$ cat src/rtl/led_pkg.sv
// led_pkg: timing constants and decoder state shared with the matrix driver.
package led_pkg;
    localparam int T0_CYCLES    = 20;
    localparam int T1_CYCLES    = 41;
    localparam int BIT_CYCLES   = 63;
    localparam int LATCH_CYCLES = 2400;
    localparam int WORD_BITS    = 24;

    typedef enum logic [1:0] {WAIT_LATCH, LOW, HIGH} state_t;
endpackage

$ cat src/rtl/sync_2ff.sv
// sync_2ff: async-reset two-flop synchronizer, output resets to 0.
module sync_2ff (
    input  logic clk,
    input  logic rst,
    input  logic i_d,
    output logic o_q
);
    logic [1:0] r_ff;

    always_ff @(posedge clk or posedge rst)
        if (rst) r_ff <= '0;
        else     r_ff <= {r_ff[0], i_d};

    assign o_q = r_ff[1];
endmodule

$ cat src/rtl/led_stream_decoder.sv
// led_stream_decoder: recovers 24-bit pixel words from the pulse-width-encoded LED line.
module led_stream_decoder #(
    parameter int THRESH_CYCLES = 31,
    parameter int MIN_HIGH      = 6,
    parameter int MAX_HIGH      = 56,
    parameter int LATCH_CYCLES  = led_pkg::LATCH_CYCLES,
    parameter int WORD_BITS     = led_pkg::WORD_BITS,
    parameter int IDX_W         = 6
) (
    input  logic                 clk,
    input  logic                 rst,
    input  logic                 din,
    output logic [WORD_BITS-1:0] word_data,
    output logic                 word_valid,
    output logic [IDX_W-1:0]     word_index,
    output logic                 frame_end,
    output logic                 bit_error
);
    import led_pkg::*;

    localparam int LW = $clog2(LATCH_CYCLES + 1);
    localparam int BW = $clog2(WORD_BITS + 1);
    localparam logic [LW-1:0] LATCH = LW'(LATCH_CYCLES);
    localparam logic [6:0]    THR   = 7'(THRESH_CYCLES);
    localparam logic [6:0]    MINH  = 7'(MIN_HIGH);
    localparam logic [6:0]    MAXH  = 7'(MAX_HIGH);
    localparam logic [BW-1:0] LASTB = BW'(WORD_BITS - 1);

    logic                 w_rst_n, w_rst, w_din_s, w_bit;
    logic [6:0]           w_high_nx;
    logic [LW-1:0]        w_low_nx;
    state_t               r_state;
    logic [LW-1:0]        r_low;
    logic [6:0]           r_high;
    logic [BW-1:0]        r_bits;
    logic [WORD_BITS-1:0] r_shift, r_word_data;
    logic [IDX_W-1:0]     r_idx, r_word_index;
    logic                 r_got, r_word_valid, r_frame_end, r_bit_error;

    // Reset asserts asynchronously but releases two clocks later, in step with clk.
    sync_2ff u_rst_sync (.clk(clk), .rst(rst), .i_d(1'b1), .o_q(w_rst_n));
    assign w_rst = ~w_rst_n;
    sync_2ff u_din_sync (.clk(clk), .rst(w_rst), .i_d(din), .o_q(w_din_s));

    assign w_high_nx = (r_high == 7'h7f) ? r_high : r_high + 7'd1;
    assign w_low_nx  = (r_low == LATCH) ? r_low : r_low + LW'(1);
    assign w_bit     = r_high >= THR;

    // Run counters include the cycle that caused the state change, so they equal true run lengths.
    always_ff @(posedge clk or posedge w_rst) begin
        if (w_rst) begin
            r_state      <= WAIT_LATCH;
            r_low        <= '0;
            r_high       <= '0;
            r_bits       <= '0;
            r_shift      <= '0;
            r_idx        <= '0;
            r_got        <= 1'b0;
            r_word_data  <= '0;
            r_word_valid <= 1'b0;
            r_word_index <= '0;
            r_frame_end  <= 1'b0;
            r_bit_error  <= 1'b0;
        end else begin
            r_word_valid <= 1'b0;
            r_frame_end  <= 1'b0;
            r_bit_error  <= 1'b0;
            case (r_state)
                WAIT_LATCH:
                    if (w_din_s) r_low <= '0;
                    else begin
                        r_low <= w_low_nx;
                        if (w_low_nx == LATCH) begin
                            r_state <= LOW;
                            r_bits  <= '0;
                            r_idx   <= '0;
                            r_got   <= 1'b0;
                        end
                    end
                LOW:
                    if (w_din_s) begin
                        r_high  <= 7'd1;
                        r_state <= HIGH;
                    end else begin
                        r_low <= w_low_nx;
                        if (w_low_nx == LATCH && r_got) begin
                            r_frame_end <= 1'b1;
                            r_bit_error <= r_bits != '0;
                            r_bits      <= '0;
                            r_idx       <= '0;
                            r_got       <= 1'b0;
                        end
                    end
                HIGH:
                    if (w_din_s) begin
                        r_high <= w_high_nx;
                        if (w_high_nx > MAXH) begin
                            r_bit_error <= 1'b1;
                            r_bits      <= '0;
                            r_low       <= '0;
                            r_state     <= WAIT_LATCH;
                        end
                    end else if (r_high < MINH) begin
                        r_bit_error <= 1'b1;
                        r_bits      <= '0;
                        r_low       <= LW'(1);
                        r_state     <= WAIT_LATCH;
                    end else begin
                        r_shift <= {r_shift[WORD_BITS-2:0], w_bit};
                        r_low   <= LW'(1);
                        r_got   <= 1'b1;
                        r_state <= LOW;
                        if (r_bits == LASTB) begin
                            r_word_data  <= {r_shift[WORD_BITS-2:0], w_bit};
                            r_word_valid <= 1'b1;
                            r_word_index <= r_idx;
                            r_idx        <= r_idx + IDX_W'(1);
                            r_bits       <= '0;
                        end else r_bits <= r_bits + BW'(1);
                    end
                default: r_state <= WAIT_LATCH;
            endcase
        end
    end

    assign word_data  = r_word_data;
    assign word_valid = r_word_valid;
    assign word_index = r_word_index;
    assign frame_end  = r_frame_end;
    assign bit_error  = r_bit_error;
endmodule

$ cat config.mk
export PLATFORM = sky130hd
export DESIGN_NAME = led_stream_decoder
export DESIGN_NICKNAME = d
export VERILOG_FILES = /design/src/rtl/led_pkg.sv /design/src/rtl/sync_2ff.sv /design/src/rtl/led_stream_decoder.sv
export SDC_FILE = /design/constraint.sdc
export NUM_CORES = 1
export LEC_CHECK = 0
export BUFFER_PORTS_ARGS = -buffer_cell sky130_fd_sc_hd__buf_2
export CORE_AREA = 2 2 109 111
export DETAILED_ROUTE_END_ITERATION = 7
export DIE_AREA = 0 0 111 113
export PLACE_DENSITY_LB_ADDON = 0.25
export SYNTH_ARGS = -nofsm -noshare
export SYNTH_HDL_FRONTEND = slang
export SYNTH_SLANG_ARGS = --single-unit
$ cat constraint.sdc
create_clock -name clk -period 2.55 [get_ports clk]
set_input_delay 0.3825 -clock clk [delete_from_list [all_inputs] [get_ports clk]]
set_output_delay 0.3825 -clock clk [all_outputs]
set_load 0.05 [all_outputs]
==> metrics.yaml <==
floorplanning:
  initial_core_util_pct: 39.64
  core-area_um2: 11270
  ios: 36
  rows: 39
  dieArea_um2: 12540
  fp.dieW_um: 111
  dieHeight_um: 113
placement:
  numPortBuffers: 35
  placed_area_um2: 4883
  post-place-ws_ps: 27.08
  globalplace.congestion: 0.8227
  placedCellCount: 576
  post-dp-hpwl_um: 5722
layout:
  final_cells: 595
  design_area_um2: 5249
  fillers: 1022
  seqCellArea_um2: 2335
  areaGrowthSynthToFinish_pct: 17.47
  multi_input_area_um2: 1994
  layout.nets: 460
  n_antenna_cell: 0
  drive_gt1_share_pct: 30.97
power_and_ir_drop:
  totalPowerFinal_mw: 2.933
  ir_worst_vdd_uv: 339.6
  power.leakage_nw: 2.492
  p_per_area_nw_per_um2: 558.7
setup_path:
  crit_type: "flip-flop to flip-flop"
  critical-path-max-stage-delay_ps: 450
  crit_chain: "ha_1, or3b_2, a21oi_1, o32ai_2, a211o_1, and3_1, mux2_2"
  startpoint_type: "flip-flop"
  r2r_slack_ps: 40
  required_ps: 2800
  cp-end-kind: "flip-flop"
  path_max_fanout: 7
  cp.arrival_ps: 2750
  crit_slowest_cell: "or3b_2"
routing:
  drc: 0
  wl_per_cell_um: 14.78
  first_iter_violations: 183
  drt_pass1_iterations: 5
  vias: 3195
  wirelength_um: 8794
  vias_per_cell: 5.370
  ant_nets: 0
synthesis:
  ys_ff_latch: 93
  synth_edf_count: 0
  async_flop_share_pct: 100.0
  synth_fp_nets: 418
  yosysWarnings: 0
  mappedNetlistArea_um2: 4468
  ys.flop_type: "dfrtp_1"
  synthDistinctLibCells: 55
  synth_area_per_cell_um2: 11.03
  ys_seq_area_share_pct: 52.09
  netlist_instances: 405
global_route:
  grt-ovfl-total: 0
  antenna_found_initial: 0
  grt_max_degree: 77
  grt_pass1_wl_um: 14880
  grt.total_usage_pct: 14.68
  grt_pass1_vias: 3096
sta:
  setup_ws_ps: 40.84
  max_freq_mhz: 398.5
  fin_crit_ps: 2509
  slew_viol_final: 0
  post-route-period-util_pct: 98.40
  setup_viol: 0
  hold_viol: 0
  clock_skew_ps: 8.541
  fin_tns_setup_ps: 0
clock_tree:
  htree_levels: 3
  clk_pin_slew_worst_paths_ps: 70
  numCtsBuffers: 9
  cts_sinks: 93
  cts.path.max_buffers: 2
  clock_latency_ps: 360
  cts-root-buf: "clkbuf_16"
  cts_tree: "yes"
outcome:
  status: "completed"
run:
  cap_violations: 0
hold_path:
  hold_path.class: "primary input to flip-flop"
layout make-up:
type | count | area share, %
Sequential cell | 93 | 44.48
Clock inverter | 5 | 1.097
Clock buffer | 11 | 4.625
Inverter | 23 | 1.645
Tap cell | 143 | 3.409
Multi-Input combinational cell | 267 | 38.00
Timing Repair Buffer | 53 | 6.746
metrics by stage:
step	hold WS (ps)	utilization (%)
6_report	134.5	46.56
5_1_grt	125.8	46.56
4_1_cts	124.3	46.08
3_5_place_dp	199.0	43.32
3_3_place_gp	193.8	43.32
2_1_floorplan	123.6	-
cell usage after synthesis, drive strengths merged (4+ instances only):
library cell  number  area share [%]
o211ai             8             1.3
clkbuf            19             1.6
o31ai              9             1.5
a31oi              6            0.84
and3               6            0.90
ha                10             2.8
nand3b             4            0.67
mux2              53              13
a21oi             18             2.0
dfrtp             93              52
nor3               8            0.90
o221ai             4            0.78
nand2             24             2.0
inv               23             1.9
nor2              19             1.6
nand3             19             2.1
o21ai             20             2.2
registers in the layout, indices dropped and copies added, names as in the netlist:
name	flops
u_din_sync.r_ff	2
frame_end	1
bit_error	1
word_data	24
r_shift	23
r_high	7
r_bits	5
r_low	12
r_idx	6
u_rst_sync.r_ff	2
word_valid	1
word_index	6
r_got	1
r_state	2
layer usage:
metal  GRT usage [%]  wire length (µm)  vias up  share of wire (%)
met3           5.517               464        9                5.3
met1           19.80              4173     1571                 47
li1                -                 -     1557                  -
met5               0                 0        -                  0
met4           5.167               117        0                1.3
met2           21.84              4038       58                 46
worst paths after layout:
path	from	to	cells past startpoint
max in group asynchronous	u_rst_sync.r_ff[1]	r_idx[4]	1
hold / removal	din	u_din_sync.r_ff[0]	1
setup / recovery	r_high[0]	r_state[1]	7
min in group asynchronous	u_rst_sync.r_ff[1]	r_high[3]	0
hold reg to reg	u_rst_sync.r_ff[1]	r_high[3]	0
setup reg to reg	r_high[0]	r_state[1]	7
placed cells by master, fill, tap and decap left out, drive strengths merged, types with 4 or more instances in the layout:
master,instances
a21oi,18
a31oi,6
and3,6
buf,51
clkbuf,12
dfrtp,93
ha,10
inv,24
mux2,53
nand2,24
nand3,19
nand3b,4
nor2,19
nor3,8
o211ai,8
o21ai,20
o221ai,4
o31ai,9
report_power, final:
| part | leakage [nW] | switching, mW | internal [mW] | total (mW) |
|---|---|---|---|---|
| clock network | 0.150 | 0.576 | 0.789 | 1.36 |
| registers | 1.28 | 0.0131 | 1.48 | 1.50 |
| logic | 1.06 | 0.0493 | 0.0222 | 0.0716 |
what timing repair did:
item / CTS / global route
setup buffers: 0 / 1
endpoints found under the setup margin: 0 / 23
resized for setup: 0 / 11
hold buffers: 1 / 0
hold endpoints to repair: 2 / 0
worst max-delay path, delay by kind of cell (launching register included):
kind	cells	cell delay (ps)
AOI/OAI and AO/OA	3	690
DFF	1	440
adders and majority gates	1	340
muxes	1	270
and+or+nand+nor	2	660
cells by family after synthesis:
group	count (synthesis)	synth area share, %
multiplexers	56	14.11
buffers and inverters	45	4.144
other	1	0.08393
AO/OA/AOI/OAI	87	13.08
AND/OR/NAND/NOR	112	13.50
XOR/XNOR	1	0.1961
flip-flops	93	52.09
adder cells (fa/ha/maj)	10	2.800
Power figures use the tool's default switching activity.
